--- src/rtl/mc_sequencer.sv ---
// mc_sequencer
//   Multi-cycle phase sequencer. Walks each instruction through IF/ID/EX/MEM/WB,
//   gating the decoder's static control word into per-cycle strobes. It halts
//   on an unsupported opcode/funct and counts retired instructions.
//
//   State encoding:
//     state | meaning
//     IF  0 | wait for instruction memory, load IR
//     ID  1 | legality check, latch instruction class
//     EX  2 | execute; branches/jumps commit PC here
//     MEM 3 | data memory access, held until dmem_ready
//     WB  4 | register-file write and PC commit
//     HALT 7| illegal instruction seen, frozen until rst
//
// Ports
//   clk, rst                  clock, asynchronous active-high reset
//   op, funct                 instruction fields for the legality check
//   reg_write_d, mem_write_d,
//   memtoreg_d                decoder control word (sampled in ID)
//   imem_ready, dmem_ready    memory handshakes
//   ir_we, pc_we, rf_we,
//   dm_we, instr_done         per-cycle strobes (forced low while rst=1)
//   state                     current phase
//   halted                    sticky illegal-instruction flag
//   retired                   retired-instruction count, wraps
module mc_sequencer #(
    parameter int RET_W = 32
) (
    input  logic             clk,
    input  logic             rst,
    input  logic [5:0]       op,
    input  logic [5:0]       funct,
    input  logic             reg_write_d,
    input  logic             mem_write_d,
    input  logic [1:0]       memtoreg_d,
    input  logic             imem_ready,
    input  logic             dmem_ready,
    output logic             ir_we,
    output logic             pc_we,
    output logic             rf_we,
    output logic             dm_we,
    output logic [2:0]       state,
    output logic             instr_done,
    output logic             halted,
    output logic [RET_W-1:0] retired
);

    typedef enum logic [2:0] {
        S_IF   = 3'd0,
        S_ID   = 3'd1,
        S_EX   = 3'd2,
        S_MEM  = 3'd3,
        S_WB   = 3'd4,
        S_HALT = 3'd7
    } state_t;

    state_t           state_q, state_d;
    logic             cls_rw_q, cls_rw_d;
    logic             cls_mw_q, cls_mw_d;
    logic             cls_ld_q, cls_ld_d;
    logic             halted_q, halted_d;
    logic [RET_W-1:0] retired_q, retired_d;

    logic legal;
    logic ir_we_raw, pc_we_raw, rf_we_raw, dm_we_raw, done_raw;

    always_comb begin
        legal = 1'b0;
        if (op == 6'h00) begin
            case (funct)
                6'h20, 6'h21, 6'h23, 6'h24, 6'h25, 6'h2A, 6'h08: legal = 1'b1;
                default:                                          legal = 1'b0;
            endcase
        end else begin
            case (op)
                6'h08, 6'h09, 6'h0C, 6'h0D, 6'h0F,
                6'h2B, 6'h23, 6'h04, 6'h02, 6'h03: legal = 1'b1;
                default:                           legal = 1'b0;
            endcase
        end
    end

    always_comb begin
        state_d   = state_q;
        cls_rw_d  = cls_rw_q;
        cls_mw_d  = cls_mw_q;
        cls_ld_d  = cls_ld_q;
        halted_d  = halted_q;
        ir_we_raw = 1'b0;
        pc_we_raw = 1'b0;
        rf_we_raw = 1'b0;
        dm_we_raw = 1'b0;
        done_raw  = 1'b0;
        case (state_q)
            S_IF: begin
                ir_we_raw = imem_ready;
                if (imem_ready) state_d = S_ID;
            end
            S_ID: begin
                cls_rw_d = reg_write_d;
                cls_mw_d = mem_write_d;
                cls_ld_d = (memtoreg_d == 2'b10);
                if (!legal) begin
                    state_d  = S_HALT;
                    halted_d = 1'b1;
                end else begin
                    state_d = S_EX;
                end
            end
            S_EX: begin
                if (cls_mw_q || cls_ld_q) begin
                    state_d = S_MEM;
                end else if (cls_rw_q) begin
                    state_d = S_WB;
                end else begin
                    pc_we_raw = 1'b1;
                    done_raw  = 1'b1;
                    state_d   = S_IF;
                end
            end
            S_MEM: begin
                dm_we_raw = cls_mw_q;
                if (dmem_ready) begin
                    if (cls_ld_q) begin
                        state_d = S_WB;
                    end else begin
                        pc_we_raw = 1'b1;
                        done_raw  = 1'b1;
                        state_d   = S_IF;
                    end
                end
            end
            S_WB: begin
                rf_we_raw = 1'b1;
                pc_we_raw = 1'b1;
                done_raw  = 1'b1;
                state_d   = S_IF;
            end
            S_HALT: begin
                halted_d = 1'b1;
            end
            default: state_d = S_IF;
        endcase
    end

    // Strobes are held low for the whole reset pulse, even though state
    // already reads IF and imem_ready may be high.
    assign ir_we      = ir_we_raw & ~rst;
    assign pc_we      = pc_we_raw & ~rst;
    assign rf_we      = rf_we_raw & ~rst;
    assign dm_we      = dm_we_raw & ~rst;
    assign instr_done = done_raw  & ~rst;

    assign retired_d = retired_q + {{(RET_W-1){1'b0}}, instr_done};

    always_ff @(posedge clk or posedge rst) begin
        if (rst) begin
            state_q   <= S_IF;
            cls_rw_q  <= 1'b0;
            cls_mw_q  <= 1'b0;
            cls_ld_q  <= 1'b0;
            halted_q  <= 1'b0;
            retired_q <= '0;
        end else begin
            state_q   <= state_d;
            cls_rw_q  <= cls_rw_d;
            cls_mw_q  <= cls_mw_d;
            cls_ld_q  <= cls_ld_d;
            halted_q  <= halted_d;
            retired_q <= retired_d;
        end
    end

    assign state   = state_q;
    assign halted  = halted_q;
    assign retired = retired_q;

endmodule

--- config.mk ---
export PLATFORM = sky130hd
export DESIGN_NAME = mc_sequencer
export DESIGN_NICKNAME = d
export VERILOG_FILES = /design/src/rtl/mc_sequencer.sv
export SDC_FILE = /design/constraint.sdc
export NUM_CORES = 1
export LEC_CHECK = 0
export BUFFER_PORTS_ARGS = -buffer_cell sky130_fd_sc_hd__buf_2
export CAP_MARGIN = 20
export CORE_UTILIZATION = 54
export DETAILED_ROUTE_END_ITERATION = 8
export PLACE_DENSITY = 0.95
export SYNTH_ARGS = -nofsm -noshare
export SYNTH_HDL_FRONTEND = slang
export SYNTH_SLANG_ARGS = --single-unit
--- constraint.sdc ---
create_clock -name clk -period 6.1 [get_ports clk]
set_input_delay 1.22 -clock clk [delete_from_list [all_inputs] [get_ports clk]]
set_output_delay 1.22 -clock clk [all_outputs]
set_load 0.005 [all_outputs]
Word level (Yosys, flattened, before mapping). Index checks and enable logic that the tools add are counted.

Flip-flop bits (word level): 39. Input port bits: 20. Output and inout bits: 41. Logic and storage cells: 67.

$add $sub $neg: 1. Equality and inequality tests: 26. Muxes and demuxes: 20. Bitwise gates (word level): 6. Reduce and logical (&&, ||, !) cells: 8.

Operators with widths (count): $eq A6 B6 Y1 const B (8); $eq A6 B4 Y1 const B (6); $add A32 B1 Y32 (1); $mux W3 (6); $pmux W3 S5 (1); $eq A6 B2 Y1 const B (2); $mux W1 (11); $reduce_or A10 Y1 (1); $reduce_or A7 Y1 (1); $eq A3 B2 Y1 const B (2); $eq A3 B3 Y1 const B (2); $eq A6 B3 Y1 const B (1); $logic_not A6 Y1 (1); $ne A2 B2 Y1 const B (3); $and A1 B1 Y1 (4); $eq A3 B1 Y1 const B (1); $logic_not A3 Y1 (1); $pmux W1 S3 (1); $reduce_and A3 Y1 (1); $eq A2 B2 Y1 const B (1); $not A1 Y1 (2); $pmux W1 S2 (1); $reduce_and A2 Y1 (1); $reduce_bool A2 Y1 (1); $logic_or A1 B1 Y1 (1).

Depth between registers and ports, before layout. Gate-level depths: netlist (run 1).

Depth in word-level cells: 6. Mapped depth: 11. Gate-level depth less buffers: 10.

Worst setup path before layout (run 1). No wires, ideal clock.

Path type: in2out. Start: input rst. End: output dm_we. Arrival: 2.360 ns. Data required time: 4.880 ns. Setup slack: 2.520 ns. Cell stages on the path: 3. Buffers on the path: 0. Cells stage by stage: inv_1 -> nand4_1 -> nor2_1.

Cells in the longest elaborated chain, start to end: 2.

Ends and longest elaborated chain: start: declaration (line 30) `input logic rst,`; $not A1 Y1 (line 151) `assign dm_we = dm_we_raw & ~rst;`; $and A1 B1 Y1 (line 151); end: declaration (line 41) `output logic dm_we,`.

Every way passes these cells.

Final worst setup path (run 1).
Start: input dmem_ready. End: output pc_we.

Cells in the longest elaborated chain, start to end: 3.

Ends and longest elaborated chain: start: declaration (line 37) `input logic dmem_ready,`; $mux W1 (line 123) `if (dmem_ready) begin`; $pmux W1 S3 (line 94) `case (state_q)`; $and A1 B1 Y1 (line 149) `assign pc_we = pc_we_raw & ~rst;`; end: declaration (line 39) `output logic pc_we,`.

Every way passes these cells.

==> impl_metrics.json, run 1 <==
{
  "vdd_drop_max_mv": 0.1673,
  "antenna_found_initial": 0,
  "cts_max_level": 2,
  "fin_crit_sh": 0.5092,
  "synth-seq-cells": 39,
  "cts_tree": "yes",
  "grt_pass1_vias": 1387,
  "fmax_mhz": 322.0,
  "cp_max_fo": 3,
  "ys_seq_area_frac": 0.5026,
  "worstReg2RegEnd": "retired[30]$_DFF_PP0_",
  "die_w_um": 61.97,
  "antenna_cells": 0,
  "grt_pass1_wl_um": 6127,
  "reg2reg_depth": 9,
  "worst_pin_slew_ns": 0.6352,
  "track_usage": 0.2244,
  "hold_class": "flop to flop",
  "holdPathEnd": "retired[31]$_DFF_PP0_",
  "syn_to_final_growth_pct": 22.29,
  "worstSetupPathType": "primary input to output pin",
  "syn_area_mm2": 0.001942,
  "antenna_left": 0,
  "layout-drive-gt1-share": 0.3105,
  "die-area_mm2": 0.003840,
  "power.switching_w": 0.0002068,
  "overflow": 0,
  "start_util": 0.5729,
  "whs_ns": 0.4907,
  "synth_edf_count": 0,
  "r2r_start": "state[0]$_DFFE_PP0P_",
  "clk_pin_slew_ns": 0.12,
  "setup_viol": 0,
  "route.vias.total": 1592,
  "top_layer": "met4",
  "async_flop_share": 1.000,
  "reg2reg_slack_ns": 3.44,
  "final.setup.tns_ns": 0,
  "min_path_cells": 1,
  "hold_buffers": 0,
  "mostFrequentLayoutCells": "60 x buf_2, 39 x dfrtp_1, 26 x xnor2_1",
  "path_cells": "buf_2, nand2_1, o31ai_1, a31oi_1, nor2_1, buf_2",
  "synth_ff_type": "dfrtp_1",
  "power.leakage_nw": 1.207,
  "rows": 21,
  "worst_clock_skew_ns": 0.008701,
  "clock-sinks": 39,
  "grt_setup_unrepaired": "no",
  "report.final.slew_viol_count": 0,
  "port_buffers": 60,
  "clkPwrFrac": 0.309,
  "power.total_w": 0.0006949,
  "hpwlAfterDp_um": 2898,
  "yosysWarnings": 0,
  "postCtsResizedCells": 0,
  "critPathSlowestCell": "nor2_1",
  "cp_common_cell": "buf_2",
  "synthesis.instances": 185,
  "switching_share": 0.2976,
  "cpPeakStageDelay_ns": 0.18,
  "setup_slack_ns": 2.994,
  "syn_avg_cell_area_um2": 10.50,
  "vias_per_cell": 5.415,
  "io_pins": 61,
  "end_kind": "output pin",
  "cts_made_buffers": 5,
  "seqPwrFrac": 0.494,
  "critPathLaunch": "dmem_ready",
  "postCtsSetupRepairBufs": 0,
  "worstPathArrival_ns": 1.89,
  "routed_wl_um": 3879,
  "maxSlewHeadroom": 0.5733,
  "grt_max_degree": 40,
  "clk_path_buf_depth": 2,
  "core_area_mm2": 0.003390,
  "start_kind": "primary input",
  "drc": 0,
  "worstHoldStart": "retired[31]$_DFF_PP0_",
  "outcome": "finished, final reports clean",
  "period_minus_slack_ns": 3.106,
  "post-place-ws_ns": 2.803,
  "power_density_mw_per_mm2": 292.6,
  "syn_nets": 207,
  "post_drt_wl_per_cell_um": 13.19,
  "wl_met1_um": 1658,
  "p_int_w": 0.0004881,
  "drtIter0Drc": 86,
  "pwr-share-comb": 0.197,
  "die_height_um": 61.97,
  "wl_met2_um": 1976,
  "synth_cell_type_count": 38,
  "required_ns": 4.88,
  "place.gp.congestion": 0.7733,
  "final_common_cell": "buf_2",
  "cts-root-buf": "clkbuf_4",
  "clock_latency_ns": 0.35,
  "fin_nets": 269,
  "first_pass_iters": 4,
  "hold_violations": 0,
  "routed-wl-met3_um": 216,
  "max_cap_violations": 0
}
[how the worst max path moves through the flow]
| stage | endpoint | slack [ns] | cells past startpoint |
|---|---|---|---|
| floorplan | dm_we | 2.52 | 3 |
| global placement | retired[28]$_DFF_PP0_ | 2.95 | 11 |
| detailed placement | retired[30]$_DFF_PP0_ | 2.80 | 11 |
| CTS | pc_we | 2.99 | 6 |
| global route | pc_we | 2.94 | 6 |
| finish | pc_we | 2.99 | 6 |
[stage by stage]
stage / instances / area (um^2) / util
floorplan: 185 / 1942 / -
global placement: 286 / 2270 / 0.6696
detailed placement: 286 / 2270 / 0.6696
CTS: 294 / 2375 / 0.7006
global route: 294 / 2375 / 0.7006
finish: 294 / 2375 / 0.7006
[critical path: cells and delay by family]
kind	cells	cell delay, ns
and+or+nand+nor	2	0.23
buffers and inverters	2	0.25
AOI/OAI and AO/OA	2	0.18
[final cells by class]
class | instances | area (um^2)
well taps | 46 | 57.56
fillers | 261 | 1015
repair buffers | 61 | 307.8
inverters | 7 | 26.28
clock buffers | 5 | 37.54
clock inverters | 3 | 67.56
multi-input cells | 133 | 902.1
flip-flops and latches | 39 | 975.9
[power groups by stage]
stage / clock network, W / registers [W] / logic [W]
2_1_floorplan: 0 / 0.000324 / 0.000110
3_3_place_gp: 0 / 0.000346 / 0.000135
3_5_place_dp: 0 / 0.000348 / 0.000138
4_1_cts: 0.000219 / 0.000342 / 0.000139
5_1_grt: 0.000232 / 0.000350 / 0.000160
6_report: 0.000215 / 0.000343 / 0.000137
[cells in the mapped netlist (all sizes together) (2+ instances only)]
| cell type | number | area, um^2 |
|---|---|---|
| a21oi | 2 | 10.01 |
| a31oi | 2 | 12.51 |
| and2 | 3 | 18.77 |
| and3 | 5 | 33.78 |
| buf | 3 | 26.27 |
| clkbuf | 3 | 11.26 |
| dfrtp | 39 | 975.9 |
| ha | 2 | 25.02 |
| inv | 7 | 26.28 |
| mux2 | 2 | 22.52 |
| nand2 | 13 | 48.80 |
| nand2b | 2 | 12.51 |
| nand3 | 14 | 70.07 |
| nand4 | 13 | 96.34 |
| nor2 | 13 | 48.80 |
| nor2b | 3 | 18.77 |
| nor3 | 7 | 46.30 |
| nor4b | 2 | 17.52 |
| o21ai | 5 | 25.02 |
| o22ai | 3 | 18.77 |
| xnor2 | 26 | 227.7 |
| xor2 | 4 | 35.03 |
[routing by layer]
layer	vias up	track usage
li1	778	-
met1	754	0.2566
met2	58	0.3769
met3	2	0.09110
met4	0	0.08254
met5	-	0
[registers in the layout (all words and copies together) (netlist names)]
| register | cells |
|---|---|
| cls_rw_q | 1 |
| halted | 1 |
| retired | 32 |
| state | 3 |
| cls_mw_q | 1 |
| cls_ld_q | 1 |
[logic make-up after synthesis]
family	after synthesis	synth area share
buffers and inverters	13	0.03286
and+or+nand+nor	81	0.2429
AOI/OAI and AO/OA	18	0.06186
adders and majority gates	2	0.01288
xor gates and xnor gates	30	0.1353
DFF	39	0.5026
muxes	2	0.01160
No activity file was read; power rests on OpenSTA's default activity.
==> inputs of run 2 (changes only) <==
Settings changed: CORE_UTILIZATION 54 to 50, PLACE_DENSITY 0.95 to 0.9.
Clock period 6.1 ns to 3 ns, I/O delays scaled along.
==> run 2 against run 1 <==
Effect of this change: clock skew decreased by 0.0020 ns; wire length decreased by 3.9%; power increased by 90%; worst setup slack got worse by 2.7 ns; die area rose by 7.7%; clock power increased by 58%; sequential power up 110%; non-clock buffer count up 1; final cell count up 1.0%; sequential share of layout area up 0.17 points; combinational power up 100%; critical path type is now flop to flop; largest power group unchanged.
==> impl_metrics.json, run 2 (same netlist as run 1, synthesis figures left out) <==
{
  "outcome": "finished, final reports clean",
  "overflow": 0,
  "power_density_mw_per_mm2": 559.3,
  "largest_register_ffs": 32,
  "path_cells": "nand2b_1, nor2_1, a31oi_1, nor2_1, ha_1, ha_1, nand4_1, nor3_4, nand4_1, xnor2_1",
  "antenna_cells": 0,
  "io_pins": 61,
  "end_kind": "flop",
  "worst_clock_skew_ns": 0.006693,
  "setup_slack_ns": 0.3253,
  "power.switching_w": 0.0004257,
  "cts_tree": "yes",
  "grt_setup_unrepaired": "no",
  "placed_cells": 289,
  "hold_class": "flop to flop",
  "post-place-ws_ns": 0.3256,
  "seqPwrFrac": 0.532,
  "power.total_w": 0.001323,
  "reg2reg_slack_ns": 0.33,
  "hold_violations": 0,
  "track_usage": 0.1987,
  "cts_max_level": 2,
  "worstHoldStart": "retired[31]$_DFF_PP0_",
  "worstPathArrival_ns": 2.85,
  "first_pass_iters": 4,
  "worst_pin_slew_ns": 0.4790,
  "critPathSlowestCell": "dfrtp_1",
  "route.vias.total": 1600,
  "p_int_w": 0.0008969,
  "clk_pin_slew_ns": 0.07,
  "routed_wl_um": 3726,
  "syn_to_final_growth_pct": 21.78,
  "start_kind": "flop",
  "hold_buffers": 0,
  "grt_max_degree": 40,
  "drc": 0,
  "antenna_left": 0,
  "cpPeakStageDelay_ns": 0.52,
  "final_common_cell": "buf_2",
  "port_buffers": 60,
  "max_cap_violations": 0,
  "critPathLaunch": "state[0]$_DFFE_PP0P_",
  "pwr-share-comb": 0.211,
  "die-area_mm2": 0.004137,
  "whs_ns": 0.4701,
  "final.setup.tns_ns": 0,
  "post_drt_wl_per_cell_um": 12.55,
  "drtIter0Drc": 61,
  "fin_nets": 270,
  "power.leakage_nw": 1.202,
  "clkPwrFrac": 0.257,
  "clock-sinks": 39,
  "min_path_cells": 1,
  "die_w_um": 64.32,
  "fmax_mhz": 373.9,
  "place.gp.congestion": 0.7659,
  "layoutNonFillerInstCount": 297,
  "required_ns": 3.18,
  "hpwlAfterDp_um": 2732,
  "mostFrequentLayoutCells": "60 x buf_2, 39 x dfrtp_1, 26 x xnor2_1",
  "start_util": 0.5265,
  "switching_share": 0.3219,
  "postCtsResizedCells": 0,
  "grt_pass1_wl_um": 6403,
  "layout-drive-gt1-share": 0.3092,
  "vias_per_cell": 5.387,
  "postCtsSetupRepairBufs": 0,
  "r2r_start": "state[0]$_DFFE_PP0P_",
  "rows": 22,
  "setup_viol": 0,
  "clk_path_buf_depth": 2,
  "nFillCells": 312,
  "grt_pass1_vias": 1480,
  "maxSlewHeadroom": 0.6807,
  "reg2reg_depth": 10,
  "worstReg2RegEnd": "retired[26]$_DFF_PP0_",
  "vdd_drop_max_mv": 0.4907,
  "clock_latency_ns": 0.29,
  "worstSetupPathType": "flop to flop",
  "report.final.slew_viol_count": 0,
  "cts_made_buffers": 5,
  "cp_max_fo": 14,
  "fin_crit_sh": 0.8916,
  "cts-root-buf": "clkbuf_8",
  "antenna_found_initial": 0,
  "period_minus_slack_ns": 2.675,
  "die_height_um": 64.32,
  "core_area_mm2": 0.003689,
  "holdPathEnd": "retired[31]$_DFF_PP0_"
}
run 2: cell count changes in the layout (fill, tap and decap cells not counted):
cell,previous run,this run
clkbuf_4,5,0
clkbuf_8,0,5
clkinv_2,0,1
bufinv_16,2,0
clkbuf_1,0,1
buf_4,1,2
run 2: worst max-delay path by stage:
stage / endpoint / slack [ns] / depth (start not counted)
after floorplan: retired[28]$_DFF_PP0_ / 0.56 / 10
after global placement: retired[26]$_DFF_PP0_ / 0.49 / 11
after detailed placement: retired[26]$_DFF_PP0_ / 0.33 / 11
after CTS: retired[26]$_DFF_PP0_ / 0.31 / 10
after global routing: retired[26]$_DFF_PP0_ / 0.01 / 9
final: retired[26]$_DFF_PP0_ / 0.33 / 10
run 2: power groups by stage:
stage / combinational, W / clock, W / sequential (W)
after global placement: 0.000276 / 0 / 0.000707
after detailed placement: 0.000281 / 0 / 0.000708
after floorplan: 0.000224 / 0 / 0.000659
after global routing: 0.000316 / 0.000370 / 0.000717
after CTS: 0.000283 / 0.000349 / 0.000700
final: 0.000279 / 0.000340 / 0.000704
run 2: routing by layer:
metal  vias up  wire length, um  track usage
li1        778                -            -
met1       757             1685       0.2494
met2        63             1833       0.3368
met3         2              187      0.06071
met4         0               19      0.03889
met5         -                0            0
run 2: area by class of cell:
class                   count  area, um^2  area share
flip-flops and latches     39       975.9      0.4127
multi-input cells         133       902.1      0.3815
repair buffers             62       315.3      0.1333
clock buffers               6       72.57     0.03069
well taps                  48       60.06     0.02540
inverters                   7       26.28     0.01111
clock inverters             2       12.51    0.005291
run 2: critical path: cells and delay by family, from the launching register on:
family / cells / cell delay (ns)
fa+ha+maj: 2 / 0.47
simple gates: 6 / 1.37
xor+xnor: 1 / 0.16
compound gates: 1 / 0.06
flops: 1 / 0.52
run 2: metrics by stage:
step | instance area, um^2 | util
2_1_floorplan | 1942 | -
3_3_place_gp | 2280 | 0.6180
3_5_place_dp | 2280 | 0.6180
4_1_cts | 2365 | 0.6411
5_1_grt | 2365 | 0.6411
6_report | 2365 | 0.6411
==> inputs of run 3 (changes only) <==
Settings changed: ABC_AREA from default to 1, CORE_UTILIZATION 50 to 55, PLACE_DENSITY 0.9 to 0.95.
Clock period 3 ns to 3.1 ns, I/O delays scaled along.
==> run 3 against run 2 <==
Effect of this change: sequential power down 6.0%; final cell count up 28%; design area up 13%; via count up 27%.
==> impl_metrics.json, run 3 <==
{
  "outcome": "finished, final reports clean",
  "r2r_start": "state[1]$_DFFE_PP0P_",
  "period_minus_slack_ns": 2.483,
  "fin_crit_sh": 0.8009,
  "cts_tree": "yes",
  "io_pins": 61,
  "async_flop_share": 1.000,
  "cts_max_level": 2,
  "synth_ff_type": "dfrtp_1",
  "cts-root-buf": "clkbuf_8",
  "power.leakage_nw": 1.553,
  "top_layer": "met4",
  "clock-sinks": 39,
  "grt_pass1_wl_um": 8576,
  "antenna_cells": 0,
  "syn_nets": 285,
  "post_drt_wl_per_cell_um": 13.51,
  "wl_met2_um": 2547,
  "yosysWarnings": 0,
  "die_w_um": 65.33,
  "clk_pin_slew_ns": 0.08,
  "worstReg2RegEnd": "retired[24]$_DFF_PP0_",
  "power_density_mw_per_mm2": 518.7,
  "synthesis.instances": 263,
  "rows": 22,
  "clk_path_buf_depth": 2,
  "setup_viol": 0,
  "route.vias.total": 2030,
  "final.setup.tns_ns": 0,
  "syn_area_mm2": 0.002206,
  "start_kind": "flop",
  "fmax_mhz": 402.7,
  "core_area_mm2": 0.003744,
  "hold_class": "flop to flop",
  "routed-wl-met3_um": 258,
  "synth_common_cells": "62 x nand2_1, 39 x dfrtp_1, 30 x inv_1",
  "yosysTopAreaCell": "dfrtp_1",
  "drtIter0Drc": 239,
  "die_height_um": 65.33,
  "report.final.slew_viol_count": 0,
  "grt_setup_unrepaired": "no",
  "critPathLaunch": "state[1]$_DFFE_PP0P_",
  "final_common_cell": "nand2_1",
  "synth_edf_count": 0,
  "worst_pin_slew_ns": 0.4689,
  "antenna_left": 0,
  "die-area_mm2": 0.004268,
  "place.gp.congestion": 0.9538,
  "syn_avg_cell_area_um2": 8.387,
  "vdd_drop_max_mv": 0.3105,
  "worstSetupPathType": "flop to flop",
  "vias_per_cell": 5.356,
  "fin_nets": 352,
  "synth_cell_type_count": 28,
  "largest_register_ffs": 32,
  "maxSlewHeadroom": 0.6874,
  "antenna_found_initial": 0,
  "yosysMostFrequentCell": "nand2_1",
  "start_util": 0.5892,
  "track_usage": 0.2703,
  "yosysTopAreaCellShare": 0.4424,
  "overflow": 0,
  "required_ns": 3.29,
  "syn_to_final_growth_pct": 20.87,
  "grt_max_degree": 40,
  "ys_seq_area_frac": 0.4424,
  "clock_latency_ns": 0.30,
  "drc": 0,
  "worstPathArrival_ns": 2.67,
  "layout-drive-gt1-share": 0.2870,
  "mostFrequentLayoutCells": "62 x nand2_1, 60 x buf_2, 39 x dfrtp_1",
  "hpwlAfterDp_um": 3879,
  "min_path_cells": 1,
  "hold_buffers": 0,
  "postCtsResizedCells": 0,
  "first_pass_iters": 4,
  "power.total_w": 0.001383,
  "max_cap_violations": 0,
  "grt_pass1_vias": 1959,
  "critPathCapture": "retired[24]$_DFF_PP0_",
  "synth-seq-cells": 39,
  "postCtsSetupRepairBufs": 0,
  "wl_met1_um": 2175,
  "reg2reg_depth": 13,
  "synth_area_leaders": "dfrtp_1 44%, nand2_1 11%, xor2_1 7.5%",
  "cp_max_fo": 5,
  "reg2reg_slack_ns": 0.62,
  "routed_wl_um": 5121,
  "worst_clock_skew_ns": 0.01094,
  "hold_violations": 0,
  "end_kind": "flop",
  "cts_made_buffers": 5,
  "port_buffers": 60
}
[run 3: worst min-delay path by stage]
stage	startpoint	to	slack, ns
6_report	halted$_DFFE_PP0P_	halted$_DFFE_PP0P_	0.49
5_1_grt	retired[30]$_DFF_PP0_	retired[30]$_DFF_PP0_	0.51
4_1_cts	halted$_DFFE_PP0P_	halted$_DFFE_PP0P_	0.49
3_5_place_dp	halted$_DFFE_PP0P_	halted$_DFFE_PP0P_	0.47
3_3_place_gp	halted$_DFFE_PP0P_	halted$_DFFE_PP0P_	0.45
2_1_floorplan	cls_rw_q$_DFFE_PP0P_	cls_rw_q$_DFFE_PP0P_	0.45
[run 3: worst max-delay path, stage by stage (launching register included)]
cell and delay, ns:
dfrtp_1 0.45, inv_1 0.11, nor3_1 0.25, nand3b_1 0.11
a31oi_1 0.21, ha_1 0.23, ha_1 0.26, nand2_2 0.12
inv_2 0.06, nand3_2 0.09, nor2_4 0.13, nand2_1 0.11
o21ai_1 0.16, nand2_1 0.06
[run 3: cell families (layout without fill, tap and decap cells)]
kind of cell	count (synthesis)	in the layout	synth area share
compound gates	6	6	0.01588
xor+xnor	27	27	0.1106
fa+ha+maj	2	2	0.01134
buf+inv	37	105	0.06466
flops	39	39	0.4424
simple gates	152	152	0.3551
[run 3: per-stage QoR]
| step | std cells | util | instance area (um^2) | hold slack (ns) | setup WS, ns |
|---|---|---|---|---|---|
| floorplan | 263 | - | 2206 | 0.4546 | 0.7770 |
| global placement | 371 | 0.6855 | 2566 | 0.4541 | 0.8513 |
| detailed placement | 371 | 0.6855 | 2566 | 0.4707 | 0.6773 |
| CTS | 379 | 0.7122 | 2666 | 0.4899 | 0.6247 |
| global route | 379 | 0.7122 | 2666 | 0.5128 | 0.3908 |
| finish | 379 | 0.7122 | 2666 | 0.4856 | 0.6171 |
[run 3: per-layer routing]
| layer | track usage | up-vias |
|---|---|---|
| met5 | 0 | - |
| met2 | 0.4549 | 77 |
| li1 | - | 964 |
| met1 | 0.3239 | 976 |
| met4 | 0.1196 | 0 |
| met3 | 0.06944 | 13 |
[run 3: cell type report]
cell class	instances	area (um^2)
repair buffers	61	307.8
flip-flops and latches	39	975.9
inverters	36	135.1
fillers	283	1077
well taps	48	60.06
clock buffers	8	100.1
multi-input cells	187	1087
[run 3: power breakdown]
group	internal, W	switching [W]	leakage, nW
sequential	0.000579	0.0000839	0.495
combinational	0.000136	0.000206	1.01
clock	0.000203	0.000176	0.0515
